`src/rtl/wb_port_scheduler.sv`:
```
// wb_port_scheduler
//   Shares the register-file write port among NREQ writeback sources with a
//   round-robin arbiter and drives the regfile from a one-deep registered
//   stage. Also holds the per-register busy scoreboard used by issue to
//   detect RAW/WAW hazards.
//
//   Optional feature macro: WB_BYPASS_EN
//     defined   -> byp1_hit/byp2_hit/byp_data forward the value sitting in the
//                  output stage, so issue does not wait for it to land in the
//                  regfile.
//     undefined -> no bypass ports; a source that matches the output stage
//                  stalls for one extra cycle.
module wb_port_scheduler #(
  parameter int NREQ = 3,
  parameter int XLEN = 64
) (
  input  logic                 clk,
  input  logic                 reset,
  input  logic [NREQ-1:0]      req_valid,
  input  logic [NREQ*5-1:0]    req_rd,
  input  logic [NREQ*XLEN-1:0] req_data,
  output logic [NREQ-1:0]      req_ready,
  output logic                 rf_we,
  output logic [4:0]           rf_rd,
  output logic [XLEN-1:0]      rf_wdata,
  input  logic                 issue_valid,
  input  logic [4:0]           issue_rd,
  input  logic [4:0]           issue_rs1,
  input  logic [4:0]           issue_rs2,
  output logic                 stall,
  output logic [31:0]          busy
`ifdef WB_BYPASS_EN
  ,
  output logic                 byp1_hit,
  output logic                 byp2_hit,
  output logic [XLEN-1:0]      byp_data
`endif
);

  localparam int PW = (NREQ > 1) ? $clog2(NREQ) : 1;
  localparam logic [PW-1:0] LAST_IDX = PW'(NREQ - 1);

  logic [PW-1:0]   rr_q, rr_d;
  logic            we_q, we_d;
  logic [4:0]      rd_q, rd_d;
  logic [XLEN-1:0] wdata_q, wdata_d;
  logic [31:0]     busy_q, busy_d;

  logic [4:0]      rd_arr   [NREQ];
  logic [XLEN-1:0] data_arr [NREQ];

  logic [PW-1:0]   scan_idx;
  logic [PW-1:0]   gnt_idx;
  logic            gnt_any;
  logic [4:0]      gnt_rd;
  logic [XLEN-1:0] gnt_data;

  logic            hz_busy;
  logic            pend1;
  logic            pend2;
  logic            issue_accept;

  // Split the flat requester buses into per-requester views.
  for (genvar g = 0; g < NREQ; g++) begin : g_unpack
    assign rd_arr[g]   = req_rd[5*g +: 5];
    assign data_arr[g] = req_data[XLEN*g +: XLEN];
  end

  // Round-robin arbiter: scan upward from the pointer, first valid wins.
  always_comb begin
    req_ready = '0;
    gnt_idx   = '0;
    gnt_any   = 1'b0;
    scan_idx  = '0;
    for (int k = 0; k < NREQ; k++) begin
      scan_idx = PW'((int'(rr_q) + k) % NREQ);
      if (!gnt_any && req_valid[scan_idx]) begin
        gnt_any = 1'b1;
        gnt_idx = scan_idx;
      end
    end
    if (gnt_any) begin
      req_ready[gnt_idx] = 1'b1;
    end
  end

  assign gnt_rd   = rd_arr[gnt_idx];
  assign gnt_data = data_arr[gnt_idx];

  // Hazards are judged on state at the start of the cycle; a grant in this
  // same cycle does not release a stall until the next one.
  assign hz_busy = ((issue_rs1 != 5'd0) && busy_q[issue_rs1]) ||
                   ((issue_rs2 != 5'd0) && busy_q[issue_rs2]) ||
                   ((issue_rd  != 5'd0) && busy_q[issue_rd]);

  // Value still in the output stage, not yet written into the regfile.
  assign pend1 = we_q && (rd_q == issue_rs1) && (issue_rs1 != 5'd0);
  assign pend2 = we_q && (rd_q == issue_rs2) && (issue_rs2 != 5'd0);

`ifdef WB_BYPASS_EN
  assign stall    = issue_valid & hz_busy;
  assign byp1_hit = pend1;
  assign byp2_hit = pend2;
  assign byp_data = wdata_q;
`else
  assign stall    = issue_valid & (hz_busy | pend1 | pend2);
`endif

  assign issue_accept = issue_valid && !stall && (issue_rd != 5'd0);

  // Next-state: pointer advance, output stage load, scoreboard update.
  always_comb begin
    rr_d    = rr_q;
    we_d    = 1'b0;
    rd_d    = rd_q;
    wdata_d = wdata_q;
    busy_d  = busy_q;
    if (gnt_any) begin
      rr_d    = (gnt_idx == LAST_IDX) ? '0 : gnt_idx + 1'b1;
      we_d    = (gnt_rd != 5'd0);
      rd_d    = gnt_rd;
      wdata_d = gnt_data;
      if (gnt_rd != 5'd0) begin
        busy_d[gnt_rd] = 1'b0;
      end
    end
    // Applied after the clear so a new producer of the same register keeps it busy.
    if (issue_accept) begin
      busy_d[issue_rd] = 1'b1;
    end
    busy_d[0] = 1'b0;
  end

  // State registers; reset drops any pending write and clears the scoreboard.
  always_ff @(posedge clk or posedge reset) begin
    if (reset) begin
      rr_q    <= '0;
      we_q    <= 1'b0;
      rd_q    <= '0;
      wdata_q <= '0;
      busy_q  <= '0;
    end else begin
      rr_q    <= rr_d;
      we_q    <= we_d;
      rd_q    <= rd_d;
      wdata_q <= wdata_d;
      busy_q  <= busy_d;
    end
  end

  assign rf_we    = we_q;
  assign rf_rd    = rd_q;
  assign rf_wdata = wdata_q;
  assign busy     = busy_q;

endmodule
```
`config.mk`:
```
export PLATFORM = sky130hd
export DESIGN_NAME = wb_port_scheduler
export DESIGN_NICKNAME = d
export VERILOG_FILES = /design/src/rtl/wb_port_scheduler.sv
export SDC_FILE = /design/constraint.sdc
export NUM_CORES = 1
export LEC_CHECK = 0
export CORE_AREA = 2 2 128 130
export DETAILED_ROUTE_END_ITERATION = 16
export DIE_AREA = 0 0 130 132
export PLACE_DENSITY_LB_ADDON = 0.25
export SLEW_MARGIN = 20
export SYNTH_ARGS = -nofsm -noshare
export SYNTH_HDL_FRONTEND = slang
export SYNTH_SLANG_ARGS = --single-unit
```
`constraint.sdc`:
```
create_clock -name clk -period 6.5 [get_ports clk]
set_input_delay 1.95 -clock clk [delete_from_list [all_inputs] [get_ports clk]]
set_output_delay 1.95 -clock clk [all_outputs]
set_load 0.01 [all_outputs]
```
==> flow_metrics.tcl, run 1 <==
set metrics [dict create \
    clock_skew_ns 0.00971 \
    cts.sink_count 103 \
    peakVddDrop_v 0.000276 \
    dr.first_iter.drc_count 640 \
    synth_compound_area_share_pct 28.3 \
    final_cell_mix "clkdlybuf4s50_1 (331), dfrtp_1 (103), a22oi_1 (73)" \
    dp.cells 1163 \
    finalNonFillerCells 1177 \
    cts_tree "yes" \
    vias_per_cell 5.98 \
    setup.worst_path.start_class "input pin" \
    die_area_mm2 0.0172 \
    synthMuxAreaShare_pct 8.83 \
    p_int_mw 2.66 \
    ys_types 66 \
    tightestPinTransition_ns 0.957 \
    cts.htree.levels 3 \
    setup_viol 0 \
    first_pass_iters 6 \
    die_y_um 132 \
    critPathRequiredTime_ns 4.55 \
    drive_above_1_share_pct 7.49 \
    num_vias 7043 \
    cts_root_buffer "clkbuf_16" \
    dp_hpwl_um 19600 \
    num_antenna_cells 0 \
    multiInputGateArea_mm2 0.00335 \
    async_flop_share_pct 100 \
    nets 1189 \
    synth_top_cell_by_area "dfrtp_1" \
    power_density_mw_per_mm2 468 \
    synth_nets 876 \
    fill_cells 1335 \
    pwr-share-seq_pct 26.1 \
    synth_top_area_share_pct 41.6 \
    max_freq_ghz 0.157 \
    cts.path.max_buffers 2 \
    seqCellArea_mm2 0.00258 \
    clock_power_share_pct 13.2 \
    hold_viol 0 \
    area_growth_pct 63.8 \
    p_sw_share_pct 44.1 \
    hold_path_class "flip-flop to flip-flop" \
    antenna_found_initial 0 \
    finalCriticalPeriod_ns 6.37 \
    syn_inst 645 \
    leakage_nw 4.00 \
    grt_pass1_vias 6693 \
    synthTopCellsByArea "dfrtp_1 (42%), a22oi_1 (8.8%), mux4_2 (6.5%)" \
    grt_pass1_wl_um 38600 \
    period_share_pct 98.1 \
    maxSlewHeadroom_pct 36.2 \
    yosys.area_share.simple_pct 14.6 \
    synth_top_family_by_area "compound AO/OA/AOI/OAI gates" \
    outcome "finished clean" \
    grt_overflow 0 \
    io_buffers 332 \
    arrival_ns 4.42 \
    coreArea_mm2 0.0157 \
    ys_warn_count 0 \
    ctsResizeCount 2 \
    synth_edf_count 0 \
    drcViolationCount 0 \
    drtAntennaViolNets 0 \
    p_total_mw 4.75 \
    gp_congestion 0.947 \
    dieWidth_um 130 \
    ioPinCount 334 \
    cts_hold_buf 0 \
    grtUsageTotal_pct 29.6 \
    ys_seq_area_share_pct 41.6 \
    cts_setup_buffers 0 \
    netlist_area_mm2 0.00619 \
    syn_avg_cell_area_um2 9.60 \
    ys_ff_latch 103 \
    row_count 46 \
    endpoint_kind "primary output" \
    finalMaxSlewViolations 0 \
    comb_power_share_pct 60.7 \
    synthFlopType "dfrtp_1" \
    synthAdderAreaFrac_pct 0.606 \
    drt_wl_total_um 26000 \
    critPathMaxFanout 2 \
    maxCapViolCount 0 \
    crit_type "input pin to primary output" \
    initial_core_util_pct 39.4 \
    insertion_delay_ns 0.35 \
    routedWlPerCell_um 22.1 \
    p_switching_mw 2.09 \
    clk_pin_slew_ns 0.07 \
    final_common_cell "clkdlybuf4s50_1" \
    grt_start_max_net_pins 81 \
    cts_buffers 9 \
    rsz0062_at_grt "no" \
    post_synth_xor_area_fraction_pct 1.41 \
]
==> cell type report <==
type / instances / area share, %
clock buffers: 10 / 2.36
clock inverters: 4 / 0.937
inverters: 12 / 0.469
multi-input cells: 468 / 33.1
flip-flops and latches: 103 / 25.4
well taps: 216 / 2.66
repair buffers: 364 / 35.1
==> per-stage QoR <==
step	area [um^2]	setup WS, ns	util [%]	TNS (ns)	hold WS (ns)
after floorplan	6190	0.695	-	0	0.532
after global placement	9810	-0.0791	62.4	-0.0791	0.487
after detailed placement	9810	-0.0925	62.4	-0.0925	0.492
after CTS	10100	0.154	64.6	0	0.511
after global routing	10100	0.00676	64.6	0	0.535
final	10100	0.126	64.6	0	0.509
==> path summary, 6_finish.rpt <==
path,slack (ns),to,cells past startpoint,startpoint
min in group asynchronous,2.10,rf_wdata[58]$_DFFE_PP0N_,2,reset
setup reg to reg,2.41,busy[22]$_DFF_PP0_,12,rr_q[0]$_DFFE_PP0N_
max in group asynchronous,3.29,rr_q[1]$_DFFE_PP0N_,3,reset
hold reg to reg,0.51,rf_wdata[28]$_DFFE_PP0N_,2,rf_wdata[28]$_DFFE_PP0N_
hold / removal,0.51,rf_wdata[28]$_DFFE_PP0N_,2,rf_wdata[28]$_DFFE_PP0N_
setup / recovery,0.13,stall,10,issue_rs1[0]
==> worst max-delay path, stage by stage <==
cell and delay (ns):
clkdlybuf4s50_1 0.51, mux4_2 0.50, and3_1 0.19, nor4_1 0.28, a21oi_1 0.13, o22a_1 0.22, a211oi_2 0.17, buf_4 0.15
nor2b_1 0.04, dlygate4sd2_1 0.28
==> cell usage after synthesis, types with 5 or more instances <==
cell type	count
dfrtp_1	103
a22oi_1	73
nand2_1	59
o21ai_0	49
clkbuf_1	46
nor2_1	34
a21oi_1	29
mux4_2	18
a221oi_1	16
a222oi_1	15
a22o_1	15
mux2i_1	13
nand3_1	13
buf_1	11
inv_1	11
or3_1	11
nand3b_1	10
nand4_1	7
a32o_1	6
nor2b_1	6
nor3b_1	6
xnor2_1	6
a31oi_1	5
o31ai_1	5
==> power groups by stage <==
stage	sequential (mW)	combinational, mW	clock (mW)
6_report	1.24	2.88	0.626
5_1_grt	1.27	3.11	0.657
4_1_cts	1.23	2.89	0.637
3_5_place_dp	1.23	2.88	0
3_3_place_gp	1.23	2.85	0
2_1_floorplan	1.28	1.49	0
==> per-layer routing <==
metal | part of all wire [%] | track usage, % | vias to the layer above
met3 | 8.8 | 7.47 | 37
met4 | 1.4 | 6.21 | 0
met1 | 39 | 37.7 | 3450
met2 | 51 | 50.6 | 414
met5 | 0 | 0 | -
li1 | - | - | 3142
==> cells by family (layout without fill, tap and decap cells) <==
logic type | count (synthesis) | count (layout)
muxes | 32 | 32
other | 1 | 1
AOI/OAI and AO/OA | 246 | 246
buffers and inverters | 74 | 390
adders and majority gates | 3 | 3
and+or+nand+nor | 176 | 176
xor gates and xnor gates | 10 | 10
DFF | 103 | 103
==> registers in the layout (all words and copies together), names as in the netlist <==
name / cells
busy: 31
rf_rd: 5
rf_wdata: 64
rf_we: 1
rr_q: 2
No activity file was read; power rests on OpenSTA's default activity.
==> inputs of run 2 (changes only) <==
--- a/config.mk
+++ b/config.mk
@@ -5,9 +5,10 @@
 export SDC_FILE = /design/constraint.sdc
 export NUM_CORES = 1
 export LEC_CHECK = 0
-export CORE_AREA = 2 2 128 130
+export CAP_MARGIN = 40
+export CORE_MARGIN = 4
+export CORE_UTILIZATION = 40
 export DETAILED_ROUTE_END_ITERATION = 16
-export DIE_AREA = 0 0 130 132
 export PLACE_DENSITY_LB_ADDON = 0.25
 export SLEW_MARGIN = 20
 export SYNTH_ARGS = -nofsm -noshare
==> run 2 against run 1 <==
Global-route usage fell by 1.2 points; maximum frequency grew 2.4%; clock skew shrank 0.0016 ns; die area increased by 2.2%; via count fell by 1.6%; clock power fell by 13%; critical path depth down 2; routed wire length is 0.32% higher; sequential share of layout area is essentially flat; critical endpoint is now req_ready[0].
==> flow_metrics.tcl, run 2 (synthesis gave the netlist of run 1 again) <==
set metrics [dict create \
    rsz0062_at_grt "no" \
    routedWlPerCell_um 22.5 \
    reg2reg_depth 14 \
    maxSlewHeadroom_pct 50.6 \
    r2r_end "busy[22]$_DFF_PP0_" \
    finalCriticalPeriod_ns 6.22 \
    max_freq_ghz 0.161 \
    first_pass_iters 5 \
    leakage_nw 4.02 \
    fill_cells 1254 \
    crit_top_cell "clkdlybuf4s50_1" \
    num_antenna_cells 0 \
    grt_overflow 0 \
    dp_hpwl_um 19700 \
    final_cell_mix "clkdlybuf4s50_1 (331), dfrtp_1 (103), a22oi_1 (73)" \
    final_common_cell "clkdlybuf4s50_1" \
    setup.worst_path.start_class "input pin" \
    cts_tree "yes" \
    nets 1194 \
    clk_pin_slew_ns 0.08 \
    cts_buffers 9 \
    cts_root_buffer "clkbuf_16" \
    drtAntennaViolNets 0 \
    num_vias 6929 \
    ioPinCount 334 \
    hold_depth 2 \
    grt_pass1_wl_um 39000 \
    gp_congestion 0.916 \
    finalMaxSlewViolations 0 \
    grtUsageTotal_pct 28.3 \
    multiInputGateArea_mm2 0.00336 \
    crit_type "input pin to primary output" \
    p_total_mw 4.69 \
    crit_path_max_incr_delay_ns 0.63 \
    cts.path.max_buffers 2 \
    row_count 45 \
    initial_core_util_pct 40.7 \
    antenna_found_initial 2 \
    cts_setup_buffers 0 \
    crit_chain "clkdlybuf4s50_1 -> nand2_1 -> a21oi_1 -> or3_1 -> and2_1 -> inv_2 -> nor3_1 -> clkdlybuf4s50_1" \
    setup_ws_ns 0.277 \
    cts_hold_buf 0 \
    critPathRequiredTime_ns 4.55 \
    endpoint_kind "primary output" \
    area_growth_pct 63.8 \
    timing.rr.start "rr_q[0]$_DFFE_PP0N_" \
    dieWidth_um 132 \
    drcViolationCount 0 \
    critPathMaxFanout 6 \
    clock_skew_ns 0.00811 \
    vias_per_cell 5.99 \
    reg2reg_slack_ns 2.18 \
    largest_reg_flops 64 \
    drive_above_1_share_pct 8.26 \
    placed_area_mm2 0.00982 \
    whs_endpoint "rf_wdata[24]$_DFFE_PP0N_" \
    setup_viol 0 \
    maxCapViolCount 0 \
    period_share_pct 95.7 \
    io_buffers 332 \
    power_density_mw_per_mm2 462 \
    die_y_um 132 \
    arrival_ns 4.27 \
    dr.first_iter.drc_count 506 \
    grt_start_max_net_pins 67 \
    die_area_mm2 0.0175 \
    post-place-ws_ns -0.0271 \
    cts.sink_count 103 \
    outcome "finished clean" \
    design_area_mm2 0.0101 \
    seqCellArea_mm2 0.00258 \
    cp_slowest_cell "clkdlybuf4s50_1" \
    peakVddDrop_v 0.000271 \
    grt_pass1_vias 6978 \
    insertion_delay_ns 0.36 \
    hold_path_class "flip-flop to flip-flop" \
    hp-start "rf_wdata[24]$_DFFE_PP0N_" \
    tightestPinTransition_ns 0.741 \
    cts.htree.levels 3 \
    tns_ns 0 \
    hold_viol 0 \
    coreArea_mm2 0.0152 \
    drt_wl_total_um 26100 \
]
run 2: changes by cell type in the layout (fill, tap and decap cells not counted), sizes merged:
cell          change
dlymetal6s2s      +1
dlygate4sd2       -1
clkinvlp          +2
inv               +3
bufinv            -3
buf               +5
run 2: repair_timing:
| action | 4_1_cts | 5_1_grt |
|---|---|---|
| pin swaps | 0 | 2 |
| gates resized for setup | 1 | 3 |
| endpoints found under the setup margin | 1 | 1 |
run 2: layout make-up:
type / count / area share (%)
repair buffers: 369 / 35.8
multi-input cells: 468 / 33.1
flip-flops and latches: 103 / 25.4
clock buffers: 10 / 2.35
well taps: 188 / 2.32
clock inverters: 6 / 0.505
inverters: 12 / 0.468
run 2: layer usage:
metal,up-vias,wire (um),GRT usage (%)
met5,-,19,0
met4,4,1070,13.7
met3,73,2610,8.56
met2,413,12300,45.2
met1,3292,10100,35.1
li1,3147,-,-
run 2: worst max path at each step:
stage,startpoint,to,cells past startpoint
detailed placement,issue_rs1[0],stall,9
CTS,issue_rs2[4],stall,9
finish,req_valid[2],req_ready[0],8
floorplan,issue_rs1[2],stall,8
global route,req_valid[2],req_ready[0],8
global placement,issue_rs1[0],stall,9
run 2: report_power, final:
| group | switching [mW] | leakage, nW | internal (mW) |
|---|---|---|---|
| Sequential | 0.276 | 1.26 | 0.953 |
| Combinational | 1.56 | 2.62 | 1.36 |
| Clock | 0.267 | 0.139 | 0.277 |
run 2: critical path, delay by kind of cell:
family                 cells  cell delay, ns
buffers and inverters      3            1.25
AND/OR/NAND/NOR            4            0.78
AO/OA/AOI/OAI              1            0.28
run 2: stage by stage:
stage	util, %	hold slack, ns	instances
floorplan	-	0.532	645
global placement	64.4	0.487	1138
detailed placement	64.6	0.491	1139
CTS	66.5	0.513	1155
global route	66.8	0.531	1156
finish	66.8	0.509	1156
==> inputs of run 3 (changes only) <==
--- a/config.mk
+++ b/config.mk
@@ -10,7 +10,7 @@
 export CORE_UTILIZATION = 40
 export DETAILED_ROUTE_END_ITERATION = 16
 export PLACE_DENSITY_LB_ADDON = 0.25
-export SLEW_MARGIN = 20
+export SLEW_MARGIN = 10
 export SYNTH_ARGS = -nofsm -noshare
 export SYNTH_HDL_FRONTEND = slang
 export SYNTH_SLANG_ARGS = --single-unit
==> run 3 against run 2 <==
Via count is 0.14% higher; routed wire length hardly changed; sequential share of layout area is 0.079 points higher; sequential power hardly changed; clock skew is 0.0015 ns higher; first-iteration DRC count is 27% higher; non-clock buffer count is 1 lower; largest power group unchanged.
==> flow_metrics.tcl, run 3 (synthesis gave the netlist of run 1 again) <==
set metrics [dict create \
    tightestPinTransition_ns 0.799 \
    cts.htree.levels 3 \
    io_buffers 332 \
    crit_type "input pin to primary output" \
    num_antenna_cells 0 \
    outcome "finished clean" \
    placed_area_mm2 0.00982 \
    coreArea_mm2 0.0152 \
    finalNonFillerCells 1155 \
    setup_viol 0 \
    clock_skew_ns 0.00959 \
    leakage_nw 4.00 \
    dieWidth_um 132 \
    antenna_found_initial 2 \
    first_pass_iters 5 \
    maxSlewHeadroom_pct 46.7 \
    rsz0062_at_grt "no" \
    ioPinCount 334 \
    endpoint_kind "primary output" \
    cts.sink_count 103 \
    row_count 45 \
    final_common_cell "clkdlybuf4s50_1" \
    critPathRequiredTime_ns 4.55 \
    power_density_mw_per_mm2 464 \
    area_growth_pct 63.3 \
    critPathMaxFanout 6 \
    finalMaxSlewViolations 0 \
    die_area_mm2 0.0175 \
    insertion_delay_ns 0.35 \
    setup.worst_path.start_class "input pin" \
    cts_buffers 9 \
    clk_pin_slew_ns 0.08 \
    largest_reg_flops 64 \
    gp_congestion 0.916 \
    drt_wl_total_um 26100 \
    peakVddDrop_v 0.000415 \
    grtUsageTotal_pct 28.3 \
    fill_cells 1253 \
    dp.cells 1139 \
    grt_overflow 0 \
    cts.path.max_buffers 2 \
    initial_core_util_pct 40.7 \
    post-place-ws_ns -0.0261 \
    arrival_ns 4.30 \
    grt_start_max_net_pins 94 \
    grt_pass1_wl_um 39300 \
    cts_root_buffer "clkbuf_16" \
    final_cell_mix "clkdlybuf4s50_1 (331), dfrtp_1 (103), a22oi_1 (73)" \
    maxCapViolCount 0 \
    drcViolationCount 0 \
    period_share_pct 96.1 \
    hold_ws_ns 0.508 \
    max_freq_ghz 0.160 \
    cts_hold_buf 0 \
    design_area_mm2 0.0101 \
    dp_hpwl_um 19800 \
    drive_above_1_share_pct 8.17 \
    grt_pass1_vias 7038 \
    dr.first_iter.drc_count 643 \
    nets 1193 \
    drtAntennaViolNets 0 \
    cts_setup_buffers 0 \
    num_vias 6939 \
    final_util_pct 66.6 \
    cts_tree "yes" \
    die_y_um 132 \
    hold_path_class "flip-flop to flip-flop" \
    finalCriticalPeriod_ns 6.25 \
    vias_per_cell 6.01 \
    routedWlPerCell_um 22.6 \
    hold_viol 0 \
    setup_ws_ns 0.251 \
]
## run 3: cell count changes in the layout (fill, tap and decap cells not counted), sizes merged
cell | before | now
clkinv | 1 | 2
clkbuf | 10 | 9
buf | 37 | 36
## run 3: cell type report
class / instances / area, um^2 / area share, %
Clock buffer: 9 / 225 / 2.23
Timing Repair Buffer: 368 / 3620 / 35.7
Tap cell: 188 / 235 / 2.33
Sequential cell: 103 / 2580 / 25.5
Clock inverter: 7 / 53.8 / 0.532
Multi-Input combinational cell: 468 / 3360 / 33.2
Inverter: 12 / 47.5 / 0.470
## run 3: power breakdown
| group | internal [mW] | switching, mW |
|---|---|---|
| combinational | 1.36 | 1.57 |
| sequential | 0.953 | 0.277 |
| clock | 0.264 | 0.263 |
| total | 2.58 | 2.11 |
## run 3: final timing paths
kind,startpoint,end,slack (ns),depth (start not counted)
max,req_valid[2],req_ready[0],0.25,8
min,rf_wdata[24]$_DFFE_PP0N_,rf_wdata[24]$_DFFE_PP0N_,0.51,2
max reg2reg,rr_q[0]$_DFFE_PP0N_,busy[22]$_DFF_PP0_,2.16,14
min reg2reg,rf_wdata[24]$_DFFE_PP0N_,rf_wdata[24]$_DFFE_PP0N_,0.51,2
max in group asynchronous,reset,rf_wdata[22]$_DFFE_PP0N_,3.33,3
min in group asynchronous,reset,rf_wdata[60]$_DFFE_PP0N_,2.09,2
## run 3: layer usage
layer | vias to the layer above | global-route usage [%] | part of all wire [%]
met5 | - | 0 | 0.081
met3 | 53 | 8.02 | 9.8
met1 | 3336 | 35.6 | 39
met4 | 4 | 9.01 | 2.6
met2 | 407 | 47.4 | 49
li1 | 3139 | - | -
## run 3: worst max-delay path, stage by stage
cell	delay, ns
clkdlybuf4s50_1	0.58
nand2_1	0.11
a21oi_1	0.29
or3_1	0.18
and2_1	0.18
inv_2	0.04
nor3_1	0.33
clkdlybuf4s50_1	0.64
## run 3: stage by stage
| step | setup TNS, ns | total power [mW] |
|---|---|---|
| CTS | 0 | 4.69 |
| global route | 0 | 4.98 |
| finish | 0 | 4.69 |
| detailed placement | -0.0261 | 4.15 |
| floorplan | 0 | 2.76 |
| global placement | 0 | 4.07 |
## run 3: timing repair
item | CTS | global route
endpoints found under the setup margin | 1 | 1
gates resized for setup | 1 | 3
pin swaps | 0 | 0
cloned | 0 | 0
